<file path="config.mk">
export PLATFORM = sky130hd
export DESIGN_NAME = ps2_host_tx
export DESIGN_NICKNAME = d
export VERILOG_FILES = /design/src/rtl/ps2_host_tx.sv
export SDC_FILE = /design/constraint.sdc
export NUM_CORES = 1
export LEC_CHECK = 0
export BUFFER_PORTS_ARGS = -buffer_cell sky130_fd_sc_hd__buf_2
export CORE_MARGIN = 10
export CORE_UTILIZATION = 40
export CTS_BUF_LIST = sky130_fd_sc_hd__clkbuf_4
export DETAILED_ROUTE_END_ITERATION = 7
export GPL_TIMING_DRIVEN = 1
export MAX_ROUTING_LAYER = met4
export PLACE_DENSITY = 0.64
export SLEW_MARGIN = 20
export SYNTH_ARGS = -nofsm -noshare
export SYNTH_HDL_FRONTEND = slang
export SYNTH_SLANG_ARGS = --single-unit
</file>
<file path="constraint.sdc">
create_clock -name clk_i -period 2.5 [get_ports clk_i]
set_clock_uncertainty 0.15 [all_clocks]
set_input_delay 0.25 -clock clk_i [delete_from_list [all_inputs] [get_ports clk_i]]
set_output_delay 0.25 -clock clk_i [all_outputs]
set_load 0.005 [all_outputs]
</file>
<file path="src/rtl/ps2_host_tx.sv">
// PS/2 host-to-device transmitter: inhibits the bus, issues a request-to-send, then clocks
// one command byte out on device-generated falling edges and reports ACK, NACK or timeout.
module ps2_host_tx #(
  parameter int unsigned INHIBIT_CYCLES = 12000,
  parameter int unsigned TIMEOUT_CYCLES = 200000
) (
  input  logic       clk_i,
  input  logic       rst_ni,
  input  logic [7:0] tx_data_i,
  input  logic       tx_valid_i,
  output logic       tx_ready_o,
  output logic       busy_o,
  output logic       tx_done_o,
  output logic       tx_err_o,
  output logic [1:0] err_code_o,
  input  logic       ps2_clk_i,
  input  logic       ps2_data_i,
  output logic       ps2_clk_oe_o,
  output logic       ps2_data_oe_o
);

  localparam int unsigned MaxCycles = (INHIBIT_CYCLES > TIMEOUT_CYCLES) ? INHIBIT_CYCLES
                                                                         : TIMEOUT_CYCLES;
  localparam int unsigned CntW      = $clog2(MaxCycles + 1);

  localparam logic [1:0] ErrTimeout = 2'b01;
  localparam logic [1:0] ErrNack    = 2'b10;

  typedef enum logic [2:0] {
    StIdle,
    StInhibit,
    StReq,
    StXfer,
    StAck,
    StWaitIdle,
    StDone,
    StErr
  } state_e;

  state_e          state_q;
  logic [CntW-1:0] cnt_q;
  logic [3:0]      nfall_q;
  logic [7:0]      data_q;
  logic            parity_q;
  logic            clk_s1_q, clk_s2_q, clk_prev_q;
  logic            data_s1_q, data_s2_q;
  logic            clk_oe_q, data_oe_q;
  logic            done_q, err_q;
  logic [1:0]      err_code_q;

  logic fall;
  logic timeout;
  logic drive_low;

  assign fall    = clk_prev_q & ~clk_s2_q;
  assign timeout = (cnt_q == CntW'(TIMEOUT_CYCLES - 1));

  // Data-line level the host wants for the current state and bit position.
  always_comb begin
    drive_low = 1'b0;
    unique case (state_q)
      StReq: drive_low = 1'b1;
      StXfer: begin
        if (nfall_q == 4'd0) begin
          drive_low = 1'b1;
        end else if (nfall_q <= 4'd8) begin
          drive_low = ~data_q[3'(nfall_q - 4'd1)];
        end else if (nfall_q == 4'd9) begin
          drive_low = ~parity_q;
        end else begin
          drive_low = 1'b0;
        end
      end
      default: drive_low = 1'b0;
    endcase
  end

  always_ff @(posedge clk_i or negedge rst_ni) begin
    if (!rst_ni) begin
      state_q    <= StIdle;
      cnt_q      <= '0;
      nfall_q    <= 4'd0;
      data_q     <= 8'h00;
      parity_q   <= 1'b0;
      clk_s1_q   <= 1'b1;
      clk_s2_q   <= 1'b1;
      clk_prev_q <= 1'b1;
      data_s1_q  <= 1'b1;
      data_s2_q  <= 1'b1;
      clk_oe_q   <= 1'b0;
      data_oe_q  <= 1'b0;
      done_q     <= 1'b0;
      err_q      <= 1'b0;
      err_code_q <= 2'b00;
    end else begin
      clk_s1_q   <= ps2_clk_i;
      clk_s2_q   <= clk_s1_q;
      clk_prev_q <= clk_s2_q;
      data_s1_q  <= ps2_data_i;
      data_s2_q  <= data_s1_q;

      clk_oe_q   <= (state_q == StInhibit) || (state_q == StReq);
      data_oe_q  <= drive_low;
      done_q     <= 1'b0;
      err_q      <= 1'b0;
      err_code_q <= 2'b00;

      unique case (state_q)
        StIdle: begin
          if (tx_valid_i) begin
            data_q   <= tx_data_i;
            parity_q <= ~^tx_data_i;
            cnt_q    <= '0;
            state_q  <= StInhibit;
          end
        end
        StInhibit: begin
          if (cnt_q == CntW'(INHIBIT_CYCLES - 1)) begin
            state_q <= StReq;
          end else begin
            cnt_q <= cnt_q + CntW'(1);
          end
        end
        StReq: begin
          cnt_q   <= '0;
          nfall_q <= 4'd0;
          state_q <= StXfer;
        end
        StXfer: begin
          // A device edge takes priority over an expiring timeout.
          if (fall) begin
            cnt_q   <= '0;
            nfall_q <= nfall_q + 4'd1;
            if (nfall_q == 4'd9) begin
              state_q <= StAck;
            end
          end else if (timeout) begin
            err_q      <= 1'b1;
            err_code_q <= ErrTimeout;
            state_q    <= StErr;
          end else begin
            cnt_q <= cnt_q + CntW'(1);
          end
        end
        StAck: begin
          if (fall) begin
            cnt_q <= '0;
            if (data_s2_q) begin
              err_q      <= 1'b1;
              err_code_q <= ErrNack;
              state_q    <= StErr;
            end else begin
              state_q <= StWaitIdle;
            end
          end else if (timeout) begin
            err_q      <= 1'b1;
            err_code_q <= ErrTimeout;
            state_q    <= StErr;
          end else begin
            cnt_q <= cnt_q + CntW'(1);
          end
        end
        StWaitIdle: begin
          if (clk_s2_q && data_s2_q) begin
            done_q  <= 1'b1;
            state_q <= StDone;
          end else if (fall) begin
            cnt_q <= '0;
          end else if (timeout) begin
            err_q      <= 1'b1;
            err_code_q <= ErrTimeout;
            state_q    <= StErr;
          end else begin
            cnt_q <= cnt_q + CntW'(1);
          end
        end
        StDone:  state_q <= StIdle;
        StErr:   state_q <= StIdle;
        default: state_q <= StIdle;
      endcase
    end
  end

  assign tx_ready_o    = (state_q == StIdle);
  assign busy_o        = (state_q != StIdle);
  assign tx_done_o     = done_q;
  assign tx_err_o      = err_q;
  assign err_code_o    = err_code_q;
  assign ps2_clk_oe_o  = clk_oe_q;
  assign ps2_data_oe_o = data_oe_q;

endmodule

</file>
; Yosys cells after proc, flatten, opt, wreduce, memory -nomap -nowiden
; Cells that the tools add are included.
[classes]
n_mux = 38
n_reduce_logical = 14
magnitude_cmp = 2
eq_ne = 17
n_bitwise = 4
add_sub_neg = 3
[op_table]
columns = cell, count
row1 = 2-to-1 mux 18 bit, 5
row2 = case mux 18 bit (5 select lines), 1
row3 = 2-to-1 mux 3 bit, 8
row4 = case mux 3 bit (7 select lines), 1
row5 = "adder 18 x 1 -> 18 bit, second input constant", 1
row6 = "== test 18 x 14 -> 1 bit, second input constant", 1
row7 = "== test 18 bit, second input constant", 1
row8 = "== test 3 bit, second input constant", 4
row9 = 2-to-1 mux 1 bit, 12
row10 = 2-to-1 mux 2 bit, 5
row11 = "inequality test 2 bit, second input constant", 4
row12 = case mux 4 bit (2 select lines), 1
row13 = AND reduction 4 bit, 2
row14 = XNOR reduction 8 bit, 1
row15 = "== test 3 x 2 -> 1 bit, second input constant", 2
row16 = "inequality test 3 bit, second input constant", 2
row17 = case mux 2 bit (3 select lines), 1
row18 = nonzero test 5 bit, 1
row19 = "adder 4 x 1 -> 4 bit, second input constant", 1
row20 = "== test 4 bit, second input constant", 1
row21 = "<= comparator 4 bit, second input constant", 1
row22 = logical NOT 4 bit, 1
row23 = "less-than comparator 3 x 4 -> 1 bit, second input constant", 1
row24 = 2-to-1 mux 4 bit, 1
row25 = 15 further kinds, 19
[totals]
input_bits = 13
ff_bits = 45

; Logic depth before layout (Yosys ltp)
; Gate-level depths: netlist of the first run.
[depth]
ltp_word = 7
depth_mapped = 8
depth_no_buf = 7

; Worst setup path before layout of the first run
; No wires, ideal clock.
[synth_path]
kind = register to register
startpoint = reg cnt_q[5]
endpoint = reg cnt_q[6]
path_buffers = 0
arrival_time_ps = 1965
setup_time_ps = 124
slack_ps = 261
stages_incl_launch_ff = 7
path_cell_list = dfrtp_1 or4_1 or3_1 o32ai_2 a211o_2 nor4_1 a211o_2
[synth_between]
elab_chain_cells = 5
elab_cells_between_ends = 10
classes_between = add/sub (1) / eq/ne (3) / mux (5) / reduce/logical (1)
[synth_lines]
columns = item, line_no
row1 = start: declaration, 41  ; logic [CntW-1:0] cnt_q;
row2 = start signal: assignment, 121  ; cnt_q <= cnt_q + CntW'(1);
row3 = start signal: assignment, 142  ; cnt_q <= cnt_q + CntW'(1);
row4 = start signal: assignment, 160  ; cnt_q <= cnt_q + CntW'(1);
row5 = adder 18 x 1 -> 18 bit or == test 18 bit (tied branches), --
row6 = 2-to-1 mux 18 bit, "137, 155, 169"
row7 = 2-to-1 mux 18 bit, 131  ; if (fall) begin
row8 = 2-to-1 mux 18 bit, 164  ; if (clk_s2_q && data_s2_q) begin
row9 = case mux 18 bit (5 select lines), 108  ; unique case (state_q)
; Parallel ways exist; a longest one is shown, timed or not. The select of a mux whose other input is x is not followed.
; A chain may end at the register's enable or synchronous reset.

; Worst setup path after layout of the first run
[layout_path]
startpoint = reg cnt_q[0]
endpoint = reg cnt_q[5]
; Same word-level chain as after synthesis.

==> run_results.csv, run 1 <==
group,metric,value,unit
cts,post_cts_buffers,0,
final_layout,finalInstanceArea,2909,sq um
grt,grt_pass1_vias,1972,
floorplanning,fp.dieH,98.66,um
setup_path,critPathCaptureType,"register",
floorplanning,core,5956,sq um
setup_path,reg2reg_depth,7,
pwr,leakagePower,1.282,nW
sta,drv_slew,0,
route,drtAntennaViolNets,0,
floorplanning,row_count,28,
setup_path,reg2reg_setup_slack,130,ps
sta,clock.fmax,0.4220,GHz
route,wl_per_cell,14.85,um
logic_synthesis,synth_cell_type_count,49,
logic_synthesis,synth_common_cells,"dfrtp_1 (40), nor2_1 (23), nand3_1 (19), o21ai_0 (18), nand2_1 (15)",
cts,cts-root-buf,"clkbuf_4",
grt,grtUsageTotal,11.77,%
cts,cts_made_buffers,5,
sta,fin_tns_setup,0,ps
sta,setup_viol_count_final,0,
final_layout,drive_gt1_share,24.66,%
setup_path,crit_path_start,"cnt_q[0]",
grt,grt_max_degree,44,
setup_path,worstReg2RegEnd,"cnt_q[5]",
floorplanning,die-area,9734,sq um
logic_synthesis,ys.flop_type,"dfrtp_1",
floorplanning,io_pins,21,
placed_design,placed_area,2734,sq um
floorplanning,start_util,41.55,%
logic_synthesis,ys_warn_count,0,
route,drtIter0Drc,133,
logic_synthesis,synth-edff-count,0,
logic_synthesis,synth_nets,272,
setup_path,max_stage_delay,480,ps
route,routed_wl,5524,um
logic_synthesis,synthCells,255,
route,first_pass_iters,4,
grt,grt-ovfl-total,0,
logic_synthesis,yosysTopAreaCell,"dfrtp_1",
placed_design,io_buffers,20,
status,outcome,"finished, final reports clean",
logic_synthesis,synth.area.top_cells,"dfrtp_1 (40%), dfstp_2 (5.3%), xnor2_1 (4.6%)",
final_layout,nNetsFinal,312,
final_layout,area_growth_syn_to_layout,17.54,%
logic_synthesis,ys_ff_latch,45,
grt,grt_pass1_wl,9453,um
setup_path,path_class,"register to register",
setup_path,crit_path_cell_trace,"ha_1 -> and4_2 -> nand3_1 -> o32ai_2 -> a211o_4 -> or3_2 -> a21oi_2",
cts,clock_path_buffers,2,
cts,clock_latency,360,ps
route,drc_errors,0,
setup_path,crit_arrival,2520,ps
hold_path,min_path_type,"input pin to register",
logic_synthesis,async_reset_ff_share,100.0,%
setup_path,start_kind,"register",
floorplanning,die_x,98.66,um
route,via_per_inst,5.454,
pwr,peakVddDrop,0.2218,mV
setup_path,cp.required,2650,ps
placed_design,finalWeightedCongestion,0.8876,
logic_synthesis,ys_seq_area_share,45.75,%
setup_path,crit_end,"cnt_q[5]",
logic_synthesis,syn_area_per_cell,9.705,sq um
logic_synthesis,yosysMostFrequentCell,"dfrtp_1",
pwr,power_density,529.4,nW/um^2
route,vias,2029,
sta,worst_pin_slew,952.6,ps
sta,finalHoldViolations,0,
sta,fin_crit_sh,94.78,%
placed_design,hpwl,3976,um
setup_path,worstReg2RegStart,"cnt_q[0]",
pwr,finalPower,1.540,mW
setup_path,path_max_fanout,11,
setup_path,cpMaxStageDelayCell,"or3_2",
sta,rsz0062_at_grt,"no",
flow_run,maxCapViolCount,0,
sta,period_needed,2370,ps
cts,htree_levels,2,
grt,antenna_found_initial,1,
cts,clkSinkCount,45,
sta,relSlewSlack,36.49,%
logic_synthesis,synth_top_area_share,40.44,%
logic_synthesis,netlist_area,2475,sq um
cts,cts_tree,"yes",
cts,clk_pin_slew,130,ps
through the flow:
step           util [%]  setup WS, ps  hold slack, ps  std cells
5_1_grt           48.84         10.57           181.8        372
3_3_place_gp      45.90         174.4           195.6        352
6_report          48.84         130.5           183.3        372
3_5_place_dp      45.90         98.17           199.7        352
2_1_floorplan         -         260.7          -195.6        255
4_1_cts           48.17         83.16           1.609        368
metal layers:
| layer | vias to the layer above | routed length, um | track usage (%) |
|---|---|---|---|
| met5 | - | 0 | - |
| met4 | 0 | 56 | 5.072 |
| met3 | 4 | 185 | 2.304 |
| met2 | 39 | 2740 | 18.10 |
| met1 | 983 | 2542 | 14.68 |
| li1 | 1003 | - | - |
layout by cell type (no fill, tap or decap), types with 9 or more instances in the layout:
cell	n
buf_2	20
nor2_1	23
nand2_1	15
buf_4	13
dfrtp_1	40
nand3_1	19
o21ai_0	18
xnor2_1	13
a21oi_1	9
dlygate4sd3_1	11
mux2_2	10
kinds of logic after synthesis:
logic type / after synthesis / share of synthesized area, %
AO/OA/AOI/OAI: 52 / 13.65
buffers and inverters: 19 / 3.185
adder cells (fa/ha/maj): 5 / 2.427
multiplexers: 12 / 6.370
AND/OR/NAND/NOR: 109 / 24.01
XOR/XNOR: 13 / 4.601
flip-flops: 45 / 45.75
worst min-delay path by stage:
stage	endpoint	depth (start not counted)	from	slack [ps]
2_1_floorplan	cnt_q[0]	0	rst_ni	-200
3_3_place_gp	data_s2_q	0	data_s1_q	200
3_5_place_dp	clk_s2_q	0	clk_s1_q	200
4_1_cts	data_q[6]	2	tx_data_i[6]	2
5_1_grt	state_q[0]	3	tx_valid_i	180
6_report	state_q[0]	3	tx_valid_i	180
area by class of cell:
cell class | count | area [sq um]
fillers | 588 | 3047
multi-input cells | 191 | 1271
flip-flops and latches | 45 | 1132
repair buffers | 45 | 327.8
well taps | 75 | 93.84
clock buffers | 6 | 45.04
inverters | 7 | 26.28
clock inverters | 2 | 10.01
diodes | 1 | 2.502
sequential cells by signal, summed over array words and instances, names as in the netlist:
register / count
cnt_q: 18
ps2_data_oe_o: 1
clk_s1_q: 1
tx_err_o: 1
clk_s2_q: 1
ps2_clk_oe_o: 1
data_s1_q: 1
clk_prev_q: 1
nfall_q: 4
err_code_o: 2
state_q: 3
tx_done_o: 1
data_q: 8
data_s2_q: 1
parity_q: 1
critical path: cells and delay by family (launching register included):
family / cells / cell delay (ps)
AO/OA/AOI/OAI: 3 / 620
adder cells (fa/ha/maj): 1 / 270
flip-flops: 1 / 440
AND/OR/NAND/NOR: 3 / 840
timing repair:
action | CTS | global route
endpoints found under the hold margin | 47 | 3
endpoints found under the setup margin | 0 | 4
gates resized for setup | 0 | 1
hold buffers | 8 | 3
power by group:
group,internal [mW],switching (mW)
sequential,0.811,0.106
clock,0.119,0.243
combinational,0.142,0.119
Power figures use the tool's default switching activity.
==> run 2: changes to the inputs <==
--- a/config.mk
+++ b/config.mk
@@ -9,10 +9,12 @@
 export CORE_MARGIN = 10
 export CORE_UTILIZATION = 40
 export CTS_BUF_LIST = sky130_fd_sc_hd__clkbuf_4
+export CTS_CLUSTER_DIAMETER = 120
 export DETAILED_ROUTE_END_ITERATION = 7
 export GPL_TIMING_DRIVEN = 1
 export MAX_ROUTING_LAYER = met4
 export PLACE_DENSITY = 0.64
+export RECOVER_POWER = 25
 export SLEW_MARGIN = 20
 export SYNTH_ARGS = -nofsm -noshare
 export SYNTH_HDL_FRONTEND = slang
==> run 2 against run 1 <==
Non-clock buffer count unchanged. Critical path depth unchanged. Via count unchanged. Die area unchanged. Sequential power about the same. Worst hold slack about the same. Highest routed layer unchanged.
==> run_results.csv, run 2 (synthesis gave the netlist of run 1 again) <==
group,metric,value,unit
status,outcome,"finished, final reports clean",
final_layout,fill_cells,592,
floorplanning,io_pins,21,
grt,grt_pass1_wl,9453,um
placed_design,io_buffers,20,
placed_design,placed_area,2734,sq um
hold_path,min_path_type,"input pin to register",
final_layout,utilization,48.72,%
grt,grt-ovfl-total,0,
final_layout,finalInstanceArea,2902,sq um
flow_run,maxCapViolCount,0,
final_layout,area_growth_syn_to_layout,17.24,%
grt,grt_max_degree,44,
setup_path,crit_arrival,2520,ps
grt,grtUsageMet1,14.68,%
floorplanning,core,5956,sq um
placed_design,finalWeightedCongestion,0.8876,
final_layout,largest_reg_flops,18,
setup_path,reg2reg_depth,7,
floorplanning,start_util,41.55,%
sta,relSlewSlack,29.33,%
grt,use_met3,2.304,%
floorplanning,row_count,28,
sta,worst_pin_slew,1060,ps
route,vias,2029,
setup_path,crit_path_start,"cnt_q[0]",
setup_path,cp.required,2650,ps
hold_path,hold_end,"state_q[0]",
grt,grtUsageTotal,11.77,%
setup_path,start_kind,"register",
route,routed_wl,5533,um
cts,htree_levels,2,
hold_path,worst_hold_startpoint,"tx_valid_i",
final_layout,final_cell_mix,"dfrtp_1 (40), nor2_1 (23), nand3_1 (19)",
sta,clock.fmax,0.4219,GHz
route,drc_errors,0,
cts,clkSinkCount,45,
cts,clock_path_buffers,2,
route,via_per_inst,5.454,
pwr,leakagePower,1.258,nW
sta,hold-worst-slack,183.3,ps
sta,fin_crit_sh,94.80,%
grt,use_met2,18.10,%
sta,setup_viol_count_final,0,
cts,clock_latency,360,ps
grt,busiest_layer,"met2",
final_layout,final_common_cell,"dfrtp_1",
route,drtIter0Drc,133,
placed_design,hpwl,3976,um
setup_path,path_class,"register to register",
floorplanning,die-area,9734,sq um
sta,period_needed,2370,ps
sta,fin_tns_setup,0,ps
sta,drv_slew,0,
route,drtAntennaViolNets,0,
setup_path,critPathCaptureType,"register",
grt,grt_pass1_vias,1972,
floorplanning,die_x,98.66,um
setup_path,worstReg2RegStart,"cnt_q[0]",
setup_path,reg2reg_setup_slack,130,ps
cts,cts_tree,"yes",
setup_path,worstReg2RegEnd,"cnt_q[5]",
final_layout,nNetsFinal,312,
sta,rsz0062_at_grt,"no",
final_layout,drive_gt1_share,22.30,%
floorplanning,fp.dieH,98.66,um
grt,antenna_found_initial,1,
final_layout,largest-register,"cnt_q",
final_layout,top_regs,"cnt_q x18, data_q x8, nfall_q x4",
pwr,power_density,530.8,nW/um^2
hold_path,min_path_cells,3,
cts,cts_made_buffers,5,
pwr,peakVddDrop,0.2219,mV
cts,cts-root-buf,"clkbuf_4",
route,first_pass_iters,4,
setup_path,path_max_fanout,11,
route,wl_per_cell,14.87,um
cts,clk_pin_slew,130,ps
sta,finalHoldViolations,0,
[run 2: final cells by class]
| type | count | area, sq um | area share [%] |
|---|---|---|---|
| multi-input combinational | 191 | 1271 | 43.81 |
| clock inverter | 2 | 10.01 | 0.3450 |
| tap | 75 | 93.84 | 3.234 |
| inverter | 7 | 26.28 | 0.9056 |
| timing repair buffer | 45 | 320.3 | 11.04 |
| antenna | 1 | 2.502 | 0.08624 |
| sequential | 45 | 1132 | 39.03 |
| clock buffer | 6 | 45.04 | 1.552 |
[run 2: critical path: stages, from the launching register on]
cell and delay (ps):
dfrtp_1 440, ha_1 270, and4_2 260, nand3_1 100
o32ai_2 90, a211o_4 390, or3_2 480, a21oi_2 140
[run 2: timing repair]
action	4_1_cts	5_1_grt
hold buffers	8	3
hold endpoints to repair	47	3
setup endpoints to repair	0	4
resized for setup	0	1
setup buffers	0	0
[run 2: through the flow]
step / total power, mW / instances / worst slack (ps)
after floorplan: 1.080 / 255 / 260.7
after global placement: 1.171 / 352 / 174.4
after detailed placement: 1.179 / 352 / 98.17
after CTS: 1.550 / 368 / 83.16
after global routing: 1.638 / 372 / 10.57
final: 1.540 / 372 / 130.0
[run 2: worst max path at each step]
stage,to
6_report,cnt_q[5]
5_1_grt,cnt_q[9]
4_1_cts,cnt_q[5]
3_5_place_dp,cnt_q[9]
3_3_place_gp,cnt_q[5]
2_1_floorplan,cnt_q[6]
[run 2: metal layers]
| layer | routed length (um) | vias up | share of wire (%) |
|---|---|---|---|
| met3 | 187 | 4 | 3.4 |
| met4 | 56 | 0 | 1.0 |
| met1 | 2551 | 983 | 46 |
| met5 | 0 | - | 0 |
| li1 | - | 1003 | - |
| met2 | 2737 | 39 | 49 |
[run 2: power by group]
part           leakage (nW)  internal (mW)  switching, mW
Sequential            0.577          0.811          0.107
Combinational         0.646          0.142          0.119
Clock                0.0354          0.119          0.243
Total                  1.26           1.07          0.469
==> run 3: changes to the inputs <==
--- a/config.mk
+++ b/config.mk
@@ -11,7 +11,7 @@
 export CTS_BUF_LIST = sky130_fd_sc_hd__clkbuf_4
 export CTS_CLUSTER_DIAMETER = 120
 export DETAILED_ROUTE_END_ITERATION = 7
-export GPL_TIMING_DRIVEN = 1
+export GPL_TIMING_DRIVEN = 0
 export MAX_ROUTING_LAYER = met4
 export PLACE_DENSITY = 0.64
 export RECOVER_POWER = 25
==> run 3 against run 2 <==
Via count down 0.89%. Die area unchanged. Sequential cell count unchanged. Wire length down 3.6%. Fmax down 1.1%. Combinational power down 3%. First-iteration DRC count down 28%. Global-route usage down 0.49 points.
==> run_results.csv, run 3 (synthesis gave the netlist of run 1 again) <==
group,metric,value,unit
cts,post_cts_buffers,0,
placed_design,hpwl,3784,um
route,routed_wl,5332,um
final_layout,final_common_cell,"dfrtp_1",
hold_path,min_path_type,"input pin to register",
sta,fin_crit_sh,95.82,%
floorplanning,core,5956,sq um
final_layout,final_cell_mix,"dfrtp_1 (40), nor2_1 (22), nand3_1 (19), buf_2 (19), o21ai_0 (18)",
placed_design,placed_area,2669,sq um
cts,cts_made_buffers,5,
sta,clock.fmax,0.4174,GHz
cts,htree_levels,2,
cts,clock_path_buffers,2,
final_layout,largest-register,"cnt_q",
setup_path,cp.required,2620,ps
cts,cts-root-buf,"clkbuf_4",
grt,grt_pass1_vias,1894,
route,via_per_inst,5.465,
final_layout,area_growth_syn_to_layout,16.28,%
route,drtAntennaViolNets,0,
pwr,leakagePower,1.243,nW
setup_path,path_delay_family,"simple AND/OR/NAND/NOR gates",
setup_path,start_kind,"register",
final_layout,finalInstanceArea,2878,sq um
sta,rsz0062_at_grt,"no",
setup_path,path_class,"register to register",
grt,grtUsageTotal,11.28,%
floorplanning,die-area,9734,sq um
setup_path,cpMaxStageDelayCell,"or4_1",
flow_run,maxCapViolCount,0,
sta,worst_pin_slew,1269,ps
grt,grt-ovfl-total,0,
sta,period_needed,2396,ps
floorplanning,fp.dieH,98.66,um
cts,clk_pin_slew,120,ps
route,wl_per_cell,14.49,um
setup_path,crit_path_cell_trace,"or4_1 -> or3_1 -> o32ai_2 -> a211o_4 -> buf_6 -> o21ai_0 -> o31ai_2",
setup_path,crit_arrival,2510,ps
sta,setup_viol_count_final,0,
sta,finalHoldViolations,0,
status,outcome,"finished, final reports clean",
setup_path,max_stage_delay,550,ps
setup_path,cp_num_buf_inv,1,
floorplanning,row_count,28,
grt,grt_pass1_wl,9039,um
cts,clkSinkCount,45,
pwr,peakVddDrop,0.2685,mV
cts,cts_tree,"yes",
final_layout,top_regs,"cnt_q x18, data_q x8, nfall_q x4",
route,vias,2011,
route,drc_errors,0,
sta,fin_tns_setup,0,ps
placed_design,finalWeightedCongestion,0.8790,
setup_path,critPathCaptureType,"register",
floorplanning,io_pins,21,
placed_design,io_buffers,20,
pwr,power_density,533.0,nW/um^2
final_layout,nNetsFinal,309,
cts,clock_latency,350,ps
route,first_pass_iters,4,
floorplanning,start_util,41.55,%
route,drtIter0Drc,96,
final_layout,insertedDiodeCount,0,
final_layout,drive_gt1_share,22.18,%
grt,grt_max_degree,46,
final_layout,largest_reg_flops,18,
grt,antenna_found_initial,0,
floorplanning,die_x,98.66,um
setup_path,path_max_fanout,10,
sta,relSlewSlack,15.43,%
sta,drv_slew,0,
==> run 3: changes by cell type in the layout (fill, tap and decap cells not counted), sizes merged <==
cell / before / now
clkbuf: 13 / 20
buf: 27 / 21
clkinv: 2 / 0
dlygate4sd3: 11 / 9
diode: 1 / 0
==> run 3: final timing paths <==
kind | end | cells past startpoint | start | slack [ps]
worst min register to register | data_s2_q | 0 | data_s1_q | 220
worst max-delay path | cnt_q[9] | 7 | cnt_q[5] | 100
min in group asynchronous | data_q[3] | 2 | rst_ni | 540
worst min-delay path | data_q[6] | 2 | tx_data_i[6] | 20
max in group asynchronous | data_s2_q | 3 | rst_ni | 870
worst max register to register | cnt_q[9] | 7 | cnt_q[5] | 100
==> run 3: per-stage QoR <==
step	total power, mW	std cells	utilization [%]	hold slack (ps)	worst slack [ps]
floorplan	1.080	255	-	-195.6	260.7
global placement	1.155	350	44.81	196.7	-79.60
detailed placement	1.165	350	44.81	199.9	-111.7
CTS	1.545	365	47.06	0.6669	1.367
global route	1.636	368	48.32	-0.6381	9.929
finish	1.534	368	48.32	16.83	104.5
==> run 3: layer usage <==
layer / part of all wire [%] / GRT usage (%) / vias to the layer above
met3: 3.6 / 2.235 / 6
met2: 48 / 17.80 / 34
met4: 1.5 / 4.079 / 0
met5: 0 / - / -
met1: 47 / 13.98 / 978
li1: - / - / 993
==> run 3: cell type report <==
cell class / count / area (sq um)
Clock buffer: 8 / 60.06
Buffer: 12 / 55.05
Multi-Input combinational cell: 191 / 1294
Timing Repair Buffer: 30 / 216.5
Sequential cell: 45 / 1132
Inverter: 7 / 26.28
Fill cell: 591 / 3078
Tap cell: 75 / 93.84
==> run 3: worst reg2reg max path, cell delays in order, from the launching register on <==
cell and delay (ps):
dfrtp_1 450, or4_1 550, or3_1 360, o32ai_2 230, a211o_4 220, buf_6 150, o21ai_0 120, o31ai_2 80
==> run 3: power breakdown <==
part	internal [mW]	switching, mW
logic	0.136	0.118
clock network	0.145	0.220
registers	0.810	0.105
total	1.09	0.443
==> run 3: what timing repair did <==
action / 4_1_cts / 5_1_grt
endpoints found under the setup margin: 13 / 17
endpoints found under the hold margin: 46 / 2
pin swaps: 0 / 2
hold buffers: 7 / 2
resized for setup: 2 / 7
cloned: 0 / 0
